===== config.mk =====
export PLATFORM = sky130hd
export DESIGN_NAME = rr_trace_buf_sched_flat
export DESIGN_NICKNAME = d
export VERILOG_FILES = /design/src/rtl/rr_trace_buf_sched_pkg.sv /design/src/rtl/rr_trace_buf_sched_if.sv /design/src/rtl/rr_trace_buf_sched_credit.sv /design/src/rtl/rr_trace_buf_sched.sv /design/src/flat_wrapper.sv
export SDC_FILE = /design/constraint.sdc
export NUM_CORES = 1
export LEC_CHECK = 0
export ABC_AREA = 0
export CAP_MARGIN = 20
export CORE_ASPECT_RATIO = 0.8
export CORE_MARGIN = 10
export CORE_UTILIZATION = 35
export DETAILED_ROUTE_END_ITERATION = 10
export GPL_TIMING_DRIVEN = 0
export PLACE_DENSITY = 0.61
export SKIP_CTS_REPAIR_TIMING = 1
export SYNTH_ARGS = -nofsm -noshare
export SYNTH_HDL_FRONTEND = slang
export SYNTH_SLANG_ARGS = --single-unit

===== constraint.sdc =====
create_clock -name clk -period 3 [get_ports clk]
set_clock_uncertainty 0.2 [all_clocks]
set_input_delay 0.6 -clock clk [delete_from_list [all_inputs] [get_ports clk]]
set_output_delay 0.6 -clock clk [all_outputs]
set_load 0.005 [all_outputs]

===== src/rtl/rr_trace_buf_sched_pkg.sv =====
// Shared types for the trace host-buffer scheduler: descriptor layout,
// scheduler state encoding and error-cause codes.
package rr_trace_buf_pkg;

    localparam int RR_ADDR_W_MAX = 64;
    localparam int RR_SIZE_W_MAX = 32;

    typedef struct packed {
        logic [RR_ADDR_W_MAX-1:0] addr;
        logic [RR_SIZE_W_MAX-1:0] size;
    } rr_buf_desc_t;

    typedef enum logic [2:0] {
        ST_IDLE,
        ST_ARM,
        ST_ACTIVE,
        ST_WAIT_CREDIT,
        ST_FLUSH
    } rr_sched_state_e;

    // Error causes, kept for a future CSR readback of the sticky err flag
    typedef enum logic [2:0] {
        ERR_NONE,
        ERR_BAD_CFG,
        ERR_CREDIT_OVF,
        ERR_IDLE_RELEASE,
        ERR_STRAY_DONE,
        ERR_DESC_BUSY
    } rr_err_cause_e;

endpackage


===== src/rtl/rr_trace_buf_sched_if.sv =====
// Scheduler <-> trace engine link: armed buffer, load/flush pulses and the
// engine's buffer-done interrupt.
interface rr_trace_buf_sched_if #(
    parameter int ADDR_WIDTH = 64,
    parameter int SIZE_WIDTH = 32
);
    logic [ADDR_WIDTH-1:0] buf_addr;
    logic [SIZE_WIDTH-1:0] buf_size;
    logic                  write_buf_update;
    logic                  read_buf_update;
    logic                  record_force_finish;
    logic                  buf_done;

    modport master (
        output buf_addr, buf_size, write_buf_update, read_buf_update, record_force_finish,
        input  buf_done
    );

    modport slave (
        input  buf_addr, buf_size, write_buf_update, read_buf_update, record_force_finish,
        output buf_done
    );
endinterface


===== src/rtl/rr_trace_buf_sched_credit.sv =====
// Saturating up/down credit counter; ovf flags an increment dropped at max.
module rr_credit_counter #(
    parameter int W = 3
) (
    input  logic         clk,
    input  logic         rstn,
    input  logic         load,
    input  logic [W-1:0] load_val,
    input  logic         inc,
    input  logic         dec,
    input  logic [W-1:0] max_val,
    output logic [W-1:0] count,
    output logic         ovf
);

    always_ff @(posedge clk or negedge rstn) begin
        if (!rstn) begin
            count <= '0;
        end else if (load) begin
            count <= load_val;
        end else if (inc && !dec) begin
            if (count != max_val) count <= count + W'(1);
        end else if (dec && !inc) begin
            if (count != '0) count <= count - W'(1);
        end
    end

    assign ovf = inc && !dec && !load && (count == max_val);

endmodule


===== src/rtl/rr_trace_buf_sched.sv =====
// Host-buffer ring scheduler: arms descriptors to the trace engine one at a
// time, advances on buffer-done, stalls on missing credits, sequences flush.
module rr_trace_buf_sched
    import rr_trace_buf_pkg::*;
#(
    parameter int NUM_BUFS   = 4,
    parameter int ADDR_WIDTH = 64,
    parameter int SIZE_WIDTH = 32,
    localparam int IDX_W     = $clog2(NUM_BUFS)
) (
    input  logic                  clk,
    input  logic                  rstn,
    input  logic                  desc_wr_valid,
    input  logic [IDX_W-1:0]      desc_wr_idx,
    input  logic [ADDR_WIDTH-1:0] desc_wr_addr,
    input  logic [SIZE_WIDTH-1:0] desc_wr_size,
    input  logic [IDX_W:0]        num_bufs_cfg,
    input  logic                  start_record,
    input  logic                  start_replay,
    input  logic                  stop,
    input  logic                  buf_release,
    rr_trace_buf_sched_if.master  eng,
    output logic                  busy,
    output logic                  mode,
    output logic [IDX_W-1:0]      cur_idx,
    output logic [IDX_W:0]        credits,
    output logic                  err
);

    localparam logic [IDX_W:0] NUM_BUFS_C = (IDX_W+1)'(NUM_BUFS);

    rr_sched_state_e       state_q, state_d;
    rr_buf_desc_t          desc_q [NUM_BUFS];
    logic [IDX_W-1:0]      idx_q, idx_d;
    logic [IDX_W:0]        cfg_q, cfg_d;
    logic                  mode_q, mode_d;
    logic                  err_q, err_d;
    logic                  flush_q, flush_d;
    logic                  busy_q;
    logic [ADDR_WIDTH-1:0] addr_q;
    logic [SIZE_WIDTH-1:0] size_q;
    logic                  wr_upd_q, wr_upd_d;
    logic                  rd_upd_q, rd_upd_d;
    logic                  ff_q, ff_d;
    logic                  load_desc, desc_we;
    logic                  cnt_load, cnt_inc, cnt_dec, cnt_ovf;
    logic                  err_set, err_clr;
    logic                  start_any, cfg_ok, credit_avail;
    logic [IDX_W:0]        idx_inc;
    logic [IDX_W-1:0]      idx_adv;

    assign start_any    = start_record || start_replay;
    assign cfg_ok       = (num_bufs_cfg != '0) && (num_bufs_cfg <= NUM_BUFS_C);
    assign credit_avail = (credits != '0);
    assign idx_inc      = {1'b0, idx_q} + (IDX_W+1)'(1);
    assign idx_adv      = (idx_inc == cfg_q) ? '0 : idx_inc[IDX_W-1:0];

    rr_credit_counter #(.W(IDX_W+1)) u_credits (
        .clk      (clk),
        .rstn     (rstn),
        .load     (cnt_load),
        .load_val (num_bufs_cfg),
        .inc      (cnt_inc),
        .dec      (cnt_dec),
        .max_val  (cfg_q),
        .count    (credits),
        .ovf      (cnt_ovf)
    );

    always_comb begin
        state_d   = state_q;
        idx_d     = idx_q;
        cfg_d     = cfg_q;
        mode_d    = mode_q;
        flush_d   = flush_q;
        wr_upd_d  = 1'b0;
        rd_upd_d  = 1'b0;
        ff_d      = 1'b0;
        load_desc = 1'b0;
        desc_we   = 1'b0;
        cnt_load  = 1'b0;
        cnt_inc   = buf_release && (state_q != ST_IDLE);
        cnt_dec   = (state_q == ST_ARM);
        err_set   = 1'b0;
        err_clr   = 1'b0;

        if (buf_release && state_q == ST_IDLE) err_set = 1'b1;
        if (cnt_ovf) err_set = 1'b1;
        if (desc_wr_valid) begin
            if (state_q == ST_IDLE) desc_we = 1'b1;
            else                    err_set = 1'b1;
        end

        case (state_q)
            ST_IDLE: begin
                if (eng.buf_done) err_set = 1'b1;
                if (start_any) begin
                    if (cfg_ok) begin
                        mode_d   = !start_record;
                        cfg_d    = num_bufs_cfg;
                        idx_d    = '0;
                        flush_d  = 1'b0;
                        cnt_load = 1'b1;
                        err_clr  = 1'b1;
                        state_d  = ST_ARM;
                    end else begin
                        err_set = 1'b1;
                    end
                end
            end
            ST_ARM: begin
                if (eng.buf_done) err_set = 1'b1;
                if (flush_q) begin
                    flush_d = 1'b0;
                    state_d = ST_FLUSH;
                end else if (stop) begin
                    ff_d    = !mode_q;
                    state_d = mode_q ? ST_IDLE : ST_FLUSH;
                end else begin
                    state_d = ST_ACTIVE;
                end
            end
            ST_ACTIVE: begin
                if (eng.buf_done) begin
                    idx_d = idx_adv;
                    // done+stop in record: re-arm once carrying the flush, then FLUSH
                    if (stop && !mode_q) begin
                        if (credit_avail) begin
                            ff_d    = 1'b1;
                            flush_d = 1'b1;
                            state_d = ST_ARM;
                        end else begin
                            state_d = ST_IDLE;
                        end
                    end else if (stop) begin
                        state_d = ST_IDLE;
                    end else begin
                        state_d = credit_avail ? ST_ARM : ST_WAIT_CREDIT;
                    end
                end else if (stop) begin
                    ff_d    = !mode_q;
                    state_d = mode_q ? ST_IDLE : ST_FLUSH;
                end
            end
            ST_WAIT_CREDIT: begin
                if (eng.buf_done) err_set = 1'b1;
                if (stop)              state_d = ST_IDLE;
                else if (credit_avail) state_d = ST_ARM;
            end
            ST_FLUSH: begin
                if (eng.buf_done) begin
                    idx_d   = idx_adv;
                    state_d = ST_IDLE;
                end
            end
            default: state_d = ST_IDLE;
        endcase

        if (state_d == ST_ARM) begin
            load_desc = 1'b1;
            wr_upd_d  = !mode_d;
            rd_upd_d  = mode_d;
        end

        err_d = (err_clr ? 1'b0 : err_q) | err_set;
    end

    always_ff @(posedge clk or negedge rstn) begin
        if (!rstn) begin
            state_q  <= ST_IDLE;
            idx_q    <= '0;
            cfg_q    <= '0;
            mode_q   <= 1'b0;
            err_q    <= 1'b0;
            flush_q  <= 1'b0;
            busy_q   <= 1'b0;
            addr_q   <= '0;
            size_q   <= '0;
            wr_upd_q <= 1'b0;
            rd_upd_q <= 1'b0;
            ff_q     <= 1'b0;
        end else begin
            state_q  <= state_d;
            idx_q    <= idx_d;
            cfg_q    <= cfg_d;
            mode_q   <= mode_d;
            err_q    <= err_d;
            flush_q  <= flush_d;
            busy_q   <= (state_d != ST_IDLE);
            wr_upd_q <= wr_upd_d;
            rd_upd_q <= rd_upd_d;
            ff_q     <= ff_d;
            if (load_desc) begin
                addr_q <= desc_q[idx_d].addr[ADDR_WIDTH-1:0];
                size_q <= desc_q[idx_d].size[SIZE_WIDTH-1:0];
            end
        end
    end

    always_ff @(posedge clk or negedge rstn) begin
        if (!rstn) begin
            for (int unsigned i = 0; i < NUM_BUFS; i++) desc_q[i] <= '0;
        end else if (desc_we && ({1'b0, desc_wr_idx} < NUM_BUFS_C)) begin
            desc_q[desc_wr_idx].addr <= RR_ADDR_W_MAX'(desc_wr_addr);
            desc_q[desc_wr_idx].size <= RR_SIZE_W_MAX'(desc_wr_size);
        end
    end

    assign eng.buf_addr            = addr_q;
    assign eng.buf_size            = size_q;
    assign eng.write_buf_update    = wr_upd_q;
    assign eng.read_buf_update     = rd_upd_q;
    assign eng.record_force_finish = ff_q;
    assign busy                    = busy_q;
    assign mode                    = mode_q;
    assign cur_idx                 = idx_q;
    assign err                     = err_q;

endmodule


===== src/flat_wrapper.sv =====
// flat-port wrapper written by rule: the top's interface ports become plain ports
module rr_trace_buf_sched_flat import rr_trace_buf_pkg::*;
#(
    parameter int NUM_BUFS   = 4,
    parameter int ADDR_WIDTH = 64,
    parameter int SIZE_WIDTH = 32,
    localparam int IDX_W     = $clog2(NUM_BUFS)
)
  (clk, rstn, desc_wr_valid, desc_wr_idx, desc_wr_addr, desc_wr_size, num_bufs_cfg, start_record, start_replay, stop, buf_release, busy, mode, cur_idx, credits, err, eng_buf_addr, eng_buf_size, eng_write_buf_update, eng_read_buf_update, eng_record_force_finish, eng_buf_done);
  rr_trace_buf_sched_if #(.ADDR_WIDTH(ADDR_WIDTH), .SIZE_WIDTH(SIZE_WIDTH)) eng_i ();
  input  logic clk;
  input  logic rstn;
  input  logic desc_wr_valid;
  input  logic [IDX_W-1:0] desc_wr_idx;
  input  logic [ADDR_WIDTH-1:0] desc_wr_addr;
  input  logic [SIZE_WIDTH-1:0] desc_wr_size;
  input  logic [IDX_W:0] num_bufs_cfg;
  input  logic start_record;
  input  logic start_replay;
  input  logic stop;
  input  logic buf_release;
  output logic busy;
  output logic mode;
  output logic [IDX_W-1:0] cur_idx;
  output logic [IDX_W:0] credits;
  output logic err;
  output wire logic [$bits(eng_i.buf_addr)-1:0] eng_buf_addr;
  output wire logic [$bits(eng_i.buf_size)-1:0] eng_buf_size;
  output wire logic [$bits(eng_i.write_buf_update)-1:0] eng_write_buf_update;
  output wire logic [$bits(eng_i.read_buf_update)-1:0] eng_read_buf_update;
  output wire logic [$bits(eng_i.record_force_finish)-1:0] eng_record_force_finish;
  input wire logic [$bits(eng_i.buf_done)-1:0] eng_buf_done;
  assign eng_buf_addr = eng_i.buf_addr;
  assign eng_buf_size = eng_i.buf_size;
  assign eng_write_buf_update = eng_i.write_buf_update;
  assign eng_read_buf_update = eng_i.read_buf_update;
  assign eng_record_force_finish = eng_i.record_force_finish;
  assign eng_i.buf_done = eng_buf_done;
  rr_trace_buf_sched #(.NUM_BUFS(NUM_BUFS), .ADDR_WIDTH(ADDR_WIDTH), .SIZE_WIDTH(SIZE_WIDTH)) u_core (.clk(clk), .rstn(rstn), .desc_wr_valid(desc_wr_valid), .desc_wr_idx(desc_wr_idx), .desc_wr_addr(desc_wr_addr), .desc_wr_size(desc_wr_size), .num_bufs_cfg(num_bufs_cfg), .start_record(start_record), .start_replay(start_replay), .stop(stop), .buf_release(buf_release), .eng(eng_i), .busy(busy), .mode(mode), .cur_idx(cur_idx), .credits(credits), .err(err));
endmodule

# [Word level (Yosys, flattened, before mapping)]
# Cells that the tools add are included.
[totals] regBits=498 elab_cells=140
[op_classes] addsub=3 n_lt_le_gt_ge=4 n_eq_ne=14 muxes=66 bitwise_logic=3 reduce_logical=29
[op_table] cell="$bwmux W384" n=2
[op_table] cell="$demux W96 S2" n=2
[op_table] cell="$mux W96" n=3
[op_table] cell="$bmux W96 S2" n=1
[op_table] cell="$mux W3" n=17
[op_table] cell="$mux W32" n=1
[op_table] cell="$mux W1" n=30
[op_table] cell="$reduce_bool A3 Y1" n=7
[op_table] cell="$pmux W3 S5" n=1
[op_table] cell="$mux W2" n=5
[op_table] cell="$logic_and A1 B1 Y1" n=9
[op_table] cell="$ne A2 B1 Y1 const B" n=4
[op_table] cell="$eq A3 B1 Y1 const B" n=2
[op_table] cell="$eq A3 B2 Y1 const B" n=2
[op_table] cell="$eq A3 B3 Y1" n=2
[op_table] cell="$ge A3 B3 Y1 const B" n=2
[op_table] cell="$logic_not A1 Y1" n=6
[op_table] cell="$not A2 Y3" n=2
[op_table] cell="$reduce_and A3 Y1" n=2
[op_table] cell="$reduce_and A6 Y1" n=1
[op_table] cell="$pmux W1 S2" n=2
[op_table] cell="$pmux W2 S2" n=1
[op_table] cell="$reduce_or A2 Y1" n=2
[op_table] cell="$add A2 B1 Y3 const B" n=1
[op_table] cell="other kinds (12)" n=12

# [Longest topological paths before layout]
# Gate-level depths: netlist of the first run.
[depth] ltp_word=16 depth_mapped=11 ltp_nobuf=8

# [Modules after synthesis]
# From an unflattened synthesis of the first run, not the netlist that was laid out.
[hier_totals] cells_unflattened=1939 hier_area_um2=23074.6
[by_module_without_submodules] module="rr_trace_buf_sched" instances=1 cells_per_inst=1908 area_each_um2=22793.1 seq_area_each_um2=12386.9
[by_module_without_submodules] module="rr_credit_counter" instances=1 cells_per_inst=31 area_each_um2=281.5 seq_area_each_um2=75.1

# [Worst setup path before layout of the first run]
# Ideal clock, no wire load.
[synth_timing] kind="flip-flop to flip-flop" start="register u_core.state_q[1]" end="register u_core.u_credits.count[2]" setup_time_ns=0.077 arrival_time_ns=2.228 required_ns=2.723 path_slack_ns=0.495 stages_incl_launch_ff=10 n_path_buf=1 synth_period_minus_slack_ns=2.505 path_cell_list="dfrtp_1 > buf_4 > nor3_4 > nor2b_1 > ha_1 > fa_1 > xnor2_1 > or4_1 > xor2_1 > a21oi_1"
[synth_between] elab_chain_len=6 word_cells_on_any_way=15 classes_between="eq/ne: 2; mux: 3; reduce/logical: 10"
[synth_lines] element="from (decl)" line="rr_trace_buf_sched.sv:32" text="rr_sched_state_e state_q, state_d;"
[synth_lines] element="from (signal assigned)" line="rr_trace_buf_sched.sv:183" text="state_q <= state_d;"
[synth_lines] element="$reduce_bool A3 Y1" line="rr_trace_buf_sched.sv:82" text="cnt_inc = buf_release && (state_q != ST_IDLE);"
[synth_lines] element="$logic_and A1 B1 Y1" line="rr_trace_buf_sched.sv:82"
[synth_lines] element="$logic_not A1 Y1" line="rr_trace_buf_sched_credit.sv:23" text="end else if (dec && !inc) begin"
[synth_lines] element="$logic_and A1 B1 Y1" line="rr_trace_buf_sched_credit.sv:23"
[synth_lines] element="$reduce_bool A3 Y1 (no line)"
[synth_lines] element="$reduce_and A3 Y1 (no line)"
[synth_lines] element="to (signal assigned)" line="rr_trace_buf_sched_credit.sv:20" text="count <= load_val;"
[synth_lines] element="to (signal assigned)" line="rr_trace_buf_sched_credit.sv:22" text="if (count != max_val) count <= count + W'(1);"
[synth_lines] element="to (signal assigned)" line="rr_trace_buf_sched_credit.sv:24" text="if (count != '0) count <= count - W'(1);"
[synth_lines] element="to (decl)" line="rr_trace_buf_sched_credit.sv:12" text="output logic [W-1:0] count,"
# Several ways; a longest one is shown, not always the timed one.
# A chain may end at the register's enable or synchronous reset.

# [Worst setup path after layout of the first run]
[layout_timing] start="input num_bufs_cfg[0]" end="register u_core.addr_q[40] (netlist: u_core.eng.buf_addr[40])"
[layout_between] word_cells_on_any_way=15 classes_between="order compare: 1; eq/ne: 1; mux: 10; bitwise: 1; reduce/logical: 2"
[layout_lines] element="from (decl)" line="flat_wrapper.sv:17" text="input logic [IDX_W:0] num_bufs_cfg;"
[layout_lines] element="$le A3 B3 Y1 or $reduce_bool A3 Y1 (tied branches)" line="rr_trace_buf_sched.sv:53" text="assign cfg_ok = (num_bufs_cfg != '0) && (num_bufs_cfg <= NUM_BUFS_C);"
[layout_lines] element="$logic_and A1 B1 Y1 *" line="rr_trace_buf_sched.sv:53"
[layout_lines] element="$mux W3 *" line="rr_trace_buf_sched.sv:98" text="if (cfg_ok) begin"
[layout_lines] element="$mux W3 *" line="rr_trace_buf_sched.sv:97" text="if (start_any) begin"
[layout_lines] element="$pmux W3 S5 *" line="rr_trace_buf_sched.sv:94" text="case (state_q)"
[layout_lines] element="named net u_core.state_d[0]" line="rr_trace_buf_sched.sv:32"
[layout_lines] element="$eq A3 B1 Y1 *" line="rr_trace_buf_sched.sv:159" text="if (state_d == ST_ARM) begin"
[layout_lines] element="$mux W1 *" line="rr_trace_buf_sched.sv:159"
[layout_lines] element="to (signal assigned)" line="rr_trace_buf_sched.sv:194" text="addr_q <= desc_q[idx_d].addr[ADDR_WIDTH-1:0];"
[layout_lines] element="to (decl)" line="rr_trace_buf_sched.sv:40" text="logic [ADDR_WIDTH-1:0] addr_q;"
# Mark *: on every way through the listed nets, which the timed path passes. The rest lies on a longest branch. The select of a mux whose other input is x is not followed.

==> results.yml, run 1 <==
worst_setup_path:
  required_ns: 3.23
  max_stage_delay_ns: 0.49
  cp_max_fo: 10
  cp_slowest_cell: "clkdlybuf4s50_1"
  worstSetupPathType: "input pin to flip-flop"
  critical_path.cell_chain: "clkdlybuf4s50_1, or3_4, nand4_1, o41a_1, buf_12, buf_6, clkinv_2, nand4b_4, buf_12, buf_4, buf_6, o221ai_1"
  start_kind: "input pin"
  arrival_ns: 3.14
  end_kind: "flip-flop"
timing:
  drv_slew: 0
  setup_viol: 0
  setup_tns_ns: 0
  max_freq_mhz: 344
  relSlewSlack: 0.381
  grt_setup_unrepaired: "true"
  finalHoldViolCount: 0
  min_period_ns: 2.91
  fin_crit_sh: 0.970
  worst_slew_pin_slew_ns: 0.929
synth:
  yosysSeqAreaShare: 0.586
  ys_ff_latch: 498
  synthArstFlopShare: 1.00
  synth_edf_count: 0
  syn_nets: 1582
  postSynthCellCount: 1470
  synth_cell_type_count: 53
  syn_area_um2: 21300
  syn_area_per_cell_um2: 14.5
  yosys_most_used_dff: "dfrtp_1"
  synth_warnings: 0
place:
  place_hpwl_um: 40100
  dpl-instance-area_um2: 24500
  numPortBuffers: 215
  gp_congestion: 0.771
floorplan:
  rows: 80
  initial_core_util: 0.355
  die_w_um: 296
  core_um2: 60000
  die_y_um: 241
  die_area_um2: 71100
  io_pins: 216
route:
  post-route-drc-count: 0
  wl_per_cell_um: 22.9
  top_layer: "met5"
  drtPass1Iterations: 5
  avgViaCountPerCell: 5.26
  routed-wl-met3_um: 3390
  wirelength_um: 58900
  vias: 13500
  wl_met2_um: 27000
  ant_nets: 0
  drtIter0Drc: 743
  m1WireLength_um: 27300
pwr:
  powerDensity_nw_per_um2: 1100
  ir_drop_uv: 445
  leakage_nw: 12.0
min_path:
  hold_path.class: "input pin to flip-flop"
clock_tree:
  clock-sinks: 498
  cts_tree: "built"
  cts_made_buffers: 53
  cts_max_level: 2
  cts_root_buffer: "clkbuf_16"
  clk_pin_slew_ns: 0.06
  clock_path_buffers: 3
  clk_latency_ns: 0.59
finish:
  syn2layout_area_growth_pct: 24.4
  drive_gt1_frac: 0.316
  nets: 1867
  nFillCells: 5324
  stdcell_area_um2: 26500
grt:
  grt_pass1_wl_um: 89200
  grt_max_degree: 119
  antenna_found_initial: 8
  grt.overflow.total: 0
  grt_usage: 0.163
  first_global_vias: 14500
status:
  outcome: "finished, final reports clean"
run:
  cap_violations: 0
[sequential cells by signal, indices dropped and copies added (netlist names), 2 cells and up]
register / cells
u_core.desc_q: 384
u_core.eng.buf_addr: 64
u_core.eng.buf_size: 32
u_core.cfg_q: 3
u_core.state_q: 3
u_core.u_credits.count: 3
u_core.cur_idx: 2
[placed cells by master, fill, tap and decap left out, types with 2 or more instances in the layout]
| cell type | synthesis | routed |
|---|---|---|
| mux2i_1 | 192 | 192 |
| clkinv_2 | 1 | 11 |
| clkbuf_8 | 0 | 14 |
| nor2_1 | 9 | 8 |
| ha_1 | 2 | 2 |
| buf_4 | 5 | 29 |
| o21ai_0 | 98 | 97 |
| buf_16 | 0 | 4 |
| nor4_1 | 2 | 2 |
| nor3_1 | 3 | 3 |
| clkbuf_1 | 39 | 44 |
| nor2b_1 | 4 | 4 |
| clkbuf_4 | 0 | 9 |
| nand4_1 | 4 | 4 |
| o211ai_1 | 2 | 2 |
| buf_1 | 13 | 10 |
| o221ai_1 | 93 | 93 |
| or2_2 | 2 | 2 |
| dfrtp_1 | 498 | 498 |
| dlymetal6s2s_1 | 0 | 2 |
| o221ai_2 | 3 | 3 |
| nand2_1 | 10 | 9 |
| buf_6 | 9 | 16 |
| buf_2 | 42 | 17 |
| xor2_1 | 2 | 2 |
| a31oi_1 | 2 | 2 |
| mux2_2 | 388 | 388 |
| clkdlybuf4s50_1 | 0 | 212 |
| nor3_4 | 1 | 2 |
| buf_12 | 0 | 3 |
| a21oi_1 | 2 | 2 |
| xnor2_1 | 7 | 7 |
| clkbuf_2 | 0 | 4 |
| diode_2 | 0 | 2 |
| o21ai_1 | 5 | 6 |
| inv_1 | 5 | 5 |
| clkbuf_16 | 0 | 53 |
[synthesized netlist by cell type (2+ instances only)]
library cell | count | area (um2)
nor2b_1 | 4 | 25.0
o221ai_1 | 93 | 815
a21oi_1 | 2 | 10.0
clkbuf_1 | 39 | 146
o211ai_1 | 2 | 15.0
xnor2_1 | 7 | 61.3
buf_6 | 9 | 101
nor4_1 | 2 | 12.5
a31oi_1 | 2 | 12.5
dfrtp_1 | 498 | 12500
o221ai_2 | 3 | 45.0
ha_1 | 2 | 25.0
nand2_1 | 10 | 37.5
nor3_1 | 3 | 15.0
mux2i_1 | 192 | 1920
xor2_1 | 2 | 17.5
nor3_2 | 2 | 20.0
buf_4 | 5 | 37.5
o21ai_1 | 5 | 25.0
buf_1 | 13 | 48.8
buf_2 | 42 | 210
mux2_2 | 388 | 4370
or3_1 | 2 | 12.5
o21ai_0 | 98 | 490
nor2_1 | 9 | 33.8
inv_1 | 5 | 18.8
or2_2 | 2 | 12.5
nand4_1 | 4 | 25.0
[stage by stage]
| stage | std cells | hold slack (ns) | util | setup WS [ns] | power [mW] |
|---|---|---|---|---|---|
| after detailed placement | 2468 | 0.291 | 0.409 | -1.21 | 22.7 |
| after floorplan | 1470 | 0.104 | - | 0.495 | 18.3 |
| final | 2575 | 0.202 | 0.441 | 0.0907 | 29.1 |
| after global routing | 2574 | 0.178 | 0.441 | -0.0189 | 30.9 |
| after global placement | 2464 | 0.286 | 0.407 | -20.29 | 22.3 |
| after CTS | 2562 | -0.128 | 0.437 | -0.608 | 29.2 |
[critical path, delay by kind of cell]
kind / cells / cell delay (ns)
AND/OR/NAND/NOR: 3 / 0.73
buffers and inverters: 7 / 1.37
AO/OA/AOI/OAI: 2 / 0.40
[kinds of logic (layout without fill, tap and decap cells)]
kind of cell | after synthesis | count (layout) | share of synthesized area
buf+inv | 114 | 438 | 0.0267
other cells | 0 | 2 | 0
fa+ha+maj | 3 | 3 | 0.00212
simple gates | 50 | 50 | 0.0145
compound gates | 215 | 215 | 0.0709
mux | 580 | 580 | 0.296
flops | 498 | 498 | 0.586
xor+xnor | 10 | 10 | 0.00447
[area by class of cell]
class / instances / area, um2 / share of cell area
plain buffers: 107 / 673 / 0.0254
well taps: 779 / 975 / 0.0368
inverters: 6 / 23.8 / 0.000898
repair buffers: 231 / 2390 / 0.0903
clock buffers: 81 / 1570 / 0.0594
flip-flops and latches: 498 / 12500 / 0.471
clock inverters: 13 / 97.6 / 0.00369
multi-input cells: 858 / 8260 / 0.312
diodes: 2 / 5.00 / 0.000189
[path summary, 6_finish.rpt]
kind | from | end | slack, ns | cells after the start
worst max-delay path | num_bufs_cfg[0] | u_core.eng.buf_addr[40] | 0.09 | 12
worst min-delay path | num_bufs_cfg[1] | u_core.u_credits.count[1] | 0.20 | 2
worst max register to register | u_core.state_q[1] | u_core.desc_q[380] | 0.10 | 7
worst min register to register | u_core.desc_q[66] | u_core.desc_q[66] | 0.30 | 1
max in group asynchronous | rstn | u_core.desc_q[216] | 0.58 | 4
min in group asynchronous | rstn | u_core.desc_q[150] | 0.46 | 2
[routing by layer]
| layer | up-vias | global-route usage |
|---|---|---|
| met2 | 236 | 0.258 |
| li1 | 6044 | - |
| met4 | 12 | 0.0413 |
| met3 | 87 | 0.0420 |
| met1 | 7155 | 0.220 |
| met5 | - | 0 |
[power by group]
| part | switching (mW) | total, mW | internal, mW | leakage (nW) |
|---|---|---|---|---|
| registers | 1.76 | 11.8 | 10.1 | 6.02 |
| clock network | 2.65 | 6.32 | 3.67 | 0.832 |
| logic | 5.09 | 11.0 | 5.87 | 5.19 |
(Power assumes the default switching activity.)
==> inputs of run 2 (changes only) <==
Settings changed: CTS_BUF_LIST set to sky130_fd_sc_hd__clkbuf_16.
==> results.yml, run 2 (synthesized netlist as in run 1, its figures left out) <==
worst_setup_path:
  max_stage_delay_ns: 0.49
  arrival_ns: 3.17
  path_delay_family: "buffers and inverters"
  cp_slowest_cell: "clkdlybuf4s50_1"
  critPathBufInv: 7
  required_ns: 3.23
  r2r_start: "u_core.state_q[1]"
  worstSetupStartpoint: "num_bufs_cfg[1]"
  critical_path.cell_chain: "clkdlybuf4s50_1, or3_4, nand4_1, o41a_1, buf_12, buf_6, clkinv_2, nand4b_4, buf_12, buf_4, buf_6, o221ai_1"
  end_kind: "flip-flop"
  cp_max_fo: 10
  worstSetupPathType: "input pin to flip-flop"
  start_kind: "input pin"
floorplan:
  die_w_um: 296
  core_um2: 60000
  rows: 80
  initial_core_util: 0.355
  die_area_um2: 71100
  io_pins: 216
  die_y_um: 241
timing:
  worst_slew_pin_slew_ns: 0.919
  finalHoldViolCount: 0
  max_freq_mhz: 340
  min_period_ns: 2.94
  whs_ns: 0.301
  fin_ws_ns: 0.0595
  grt_setup_unrepaired: "true"
  setup_tns_ns: 0
  setup_viol: 0
  drv_slew: 0
  fin_crit_sh: 0.980
  relSlewSlack: 0.388
place:
  post-place-ws_ns: -1.21
  place_inst: 2468
  numPortBuffers: 215
  place_hpwl_um: 40100
  gp_congestion: 0.771
min_path:
  min_from: "u_core.desc_q[68]"
  hold_path.class: "flip-flop to flip-flop"
route:
  wirelength_um: 58900
  avgViaCountPerCell: 5.26
  ant_nets: 0
  post-route-drc-count: 0
  drtPass1Iterations: 5
  wl_per_cell_um: 22.9
  drtIter0Drc: 763
  vias: 13500
finish:
  drive_gt1_frac: 0.308
  largest_reg_flops: 384
  nets: 1867
  syn2layout_area_growth_pct: 23.7
  layout.cells.most_common: "dfrtp_1"
  mostFrequentLayoutCells: "498 x dfrtp_1, 388 x mux2_2, 213 x clkdlybuf4s50_1, 192 x mux2i_1, 97 x o21ai_0"
  fin_cells: 2574
  top_register: "u_core.desc_q"
pwr:
  powerDensity_nw_per_um2: 1090
  ir_drop_uv: 442
  leakage_nw: 12.0
grt:
  first_global_vias: 14500
  grt.overflow.total: 0
  grt_max_degree: 119
  grt_usage: 0.163
  antenna_found_initial: 8
  grt_pass1_wl_um: 89400
clock_tree:
  clk_pin_slew_ns: 0.06
  cts_tree: "built"
  clk_latency_ns: 0.58
  cts_root_buffer: "clkbuf_16"
  clock-sinks: 498
  clock_path_buffers: 3
  cts_max_level: 2
  cts_made_buffers: 53
status:
  outcome: "finished, final reports clean"
run:
  cap_violations: 0
-- run 2: changes by cell type in the layout (fill, tap and decap cells not counted), moves of 14 or more --
cell / delta
inv_1: +14
clkinv_1: +14
clkbuf_8: -14
clkbuf_1: -14
-- run 2: metrics by stage --
step,total power [mW],instance area (um2),util
after floorplan,18.3,21300,-
after global placement,22.3,24400,0.407
after global routing,30.5,26300,0.439
after CTS,28.8,26000,0.434
after detailed placement,22.7,24500,0.409
final,28.7,26300,0.439
-- run 2: routing by layer --
layer / vias up / track usage / wire [um]
met4: 12 / 0.0421 / 1150
met5: - / 0 / 79
li1: 6031 / - / -
met1: 7182 / 0.220 / 27600
met3: 87 / 0.0416 / 3140
met2: 224 / 0.259 / 27000
-- run 2: layout make-up --
| type | count | area (um2) |
|---|---|---|
| Antenna cell | 1 | 2.50 |
| Inverter | 6 | 23.8 |
| Multi-Input combinational cell | 858 | 8260 |
| Clock inverter | 41 | 203 |
| Clock buffer | 53 | 1330 |
| Sequential cell | 498 | 12500 |
| Fill cell | 5357 | 33600 |
| Timing Repair Buffer | 231 | 2390 |
| Tap cell | 779 | 975 |
| Buffer | 107 | 671 |
-- run 2: power breakdown --
part	switching (mW)	internal (mW)
Clock	2.64	3.26
Combinational	5.10	5.87
Sequential	1.76	10.1
-- run 2: final timing paths --
kind | slack, ns | endpoint | depth (start not counted)
worst min register to register | 0.30 | u_core.desc_q[68] | 1
worst max-delay path | 0.06 | u_core.eng.buf_addr[40] | 12
max in group asynchronous | 0.59 | u_core.desc_q[308] | 4
min in group asynchronous | 0.45 | u_core.desc_q[150] | 2
worst max register to register | 0.10 | u_core.desc_q[379] | 7
worst min-delay path | 0.30 | u_core.desc_q[68] | 1
-- run 2: worst reg2reg max path, delay by kind of cell, from the launching register on --
kind	cells	cell delay, ns
buffers and inverters	3	1.01
flip-flops	1	0.36
multiplexers	1	0.41
AND/OR/NAND/NOR	3	0.80
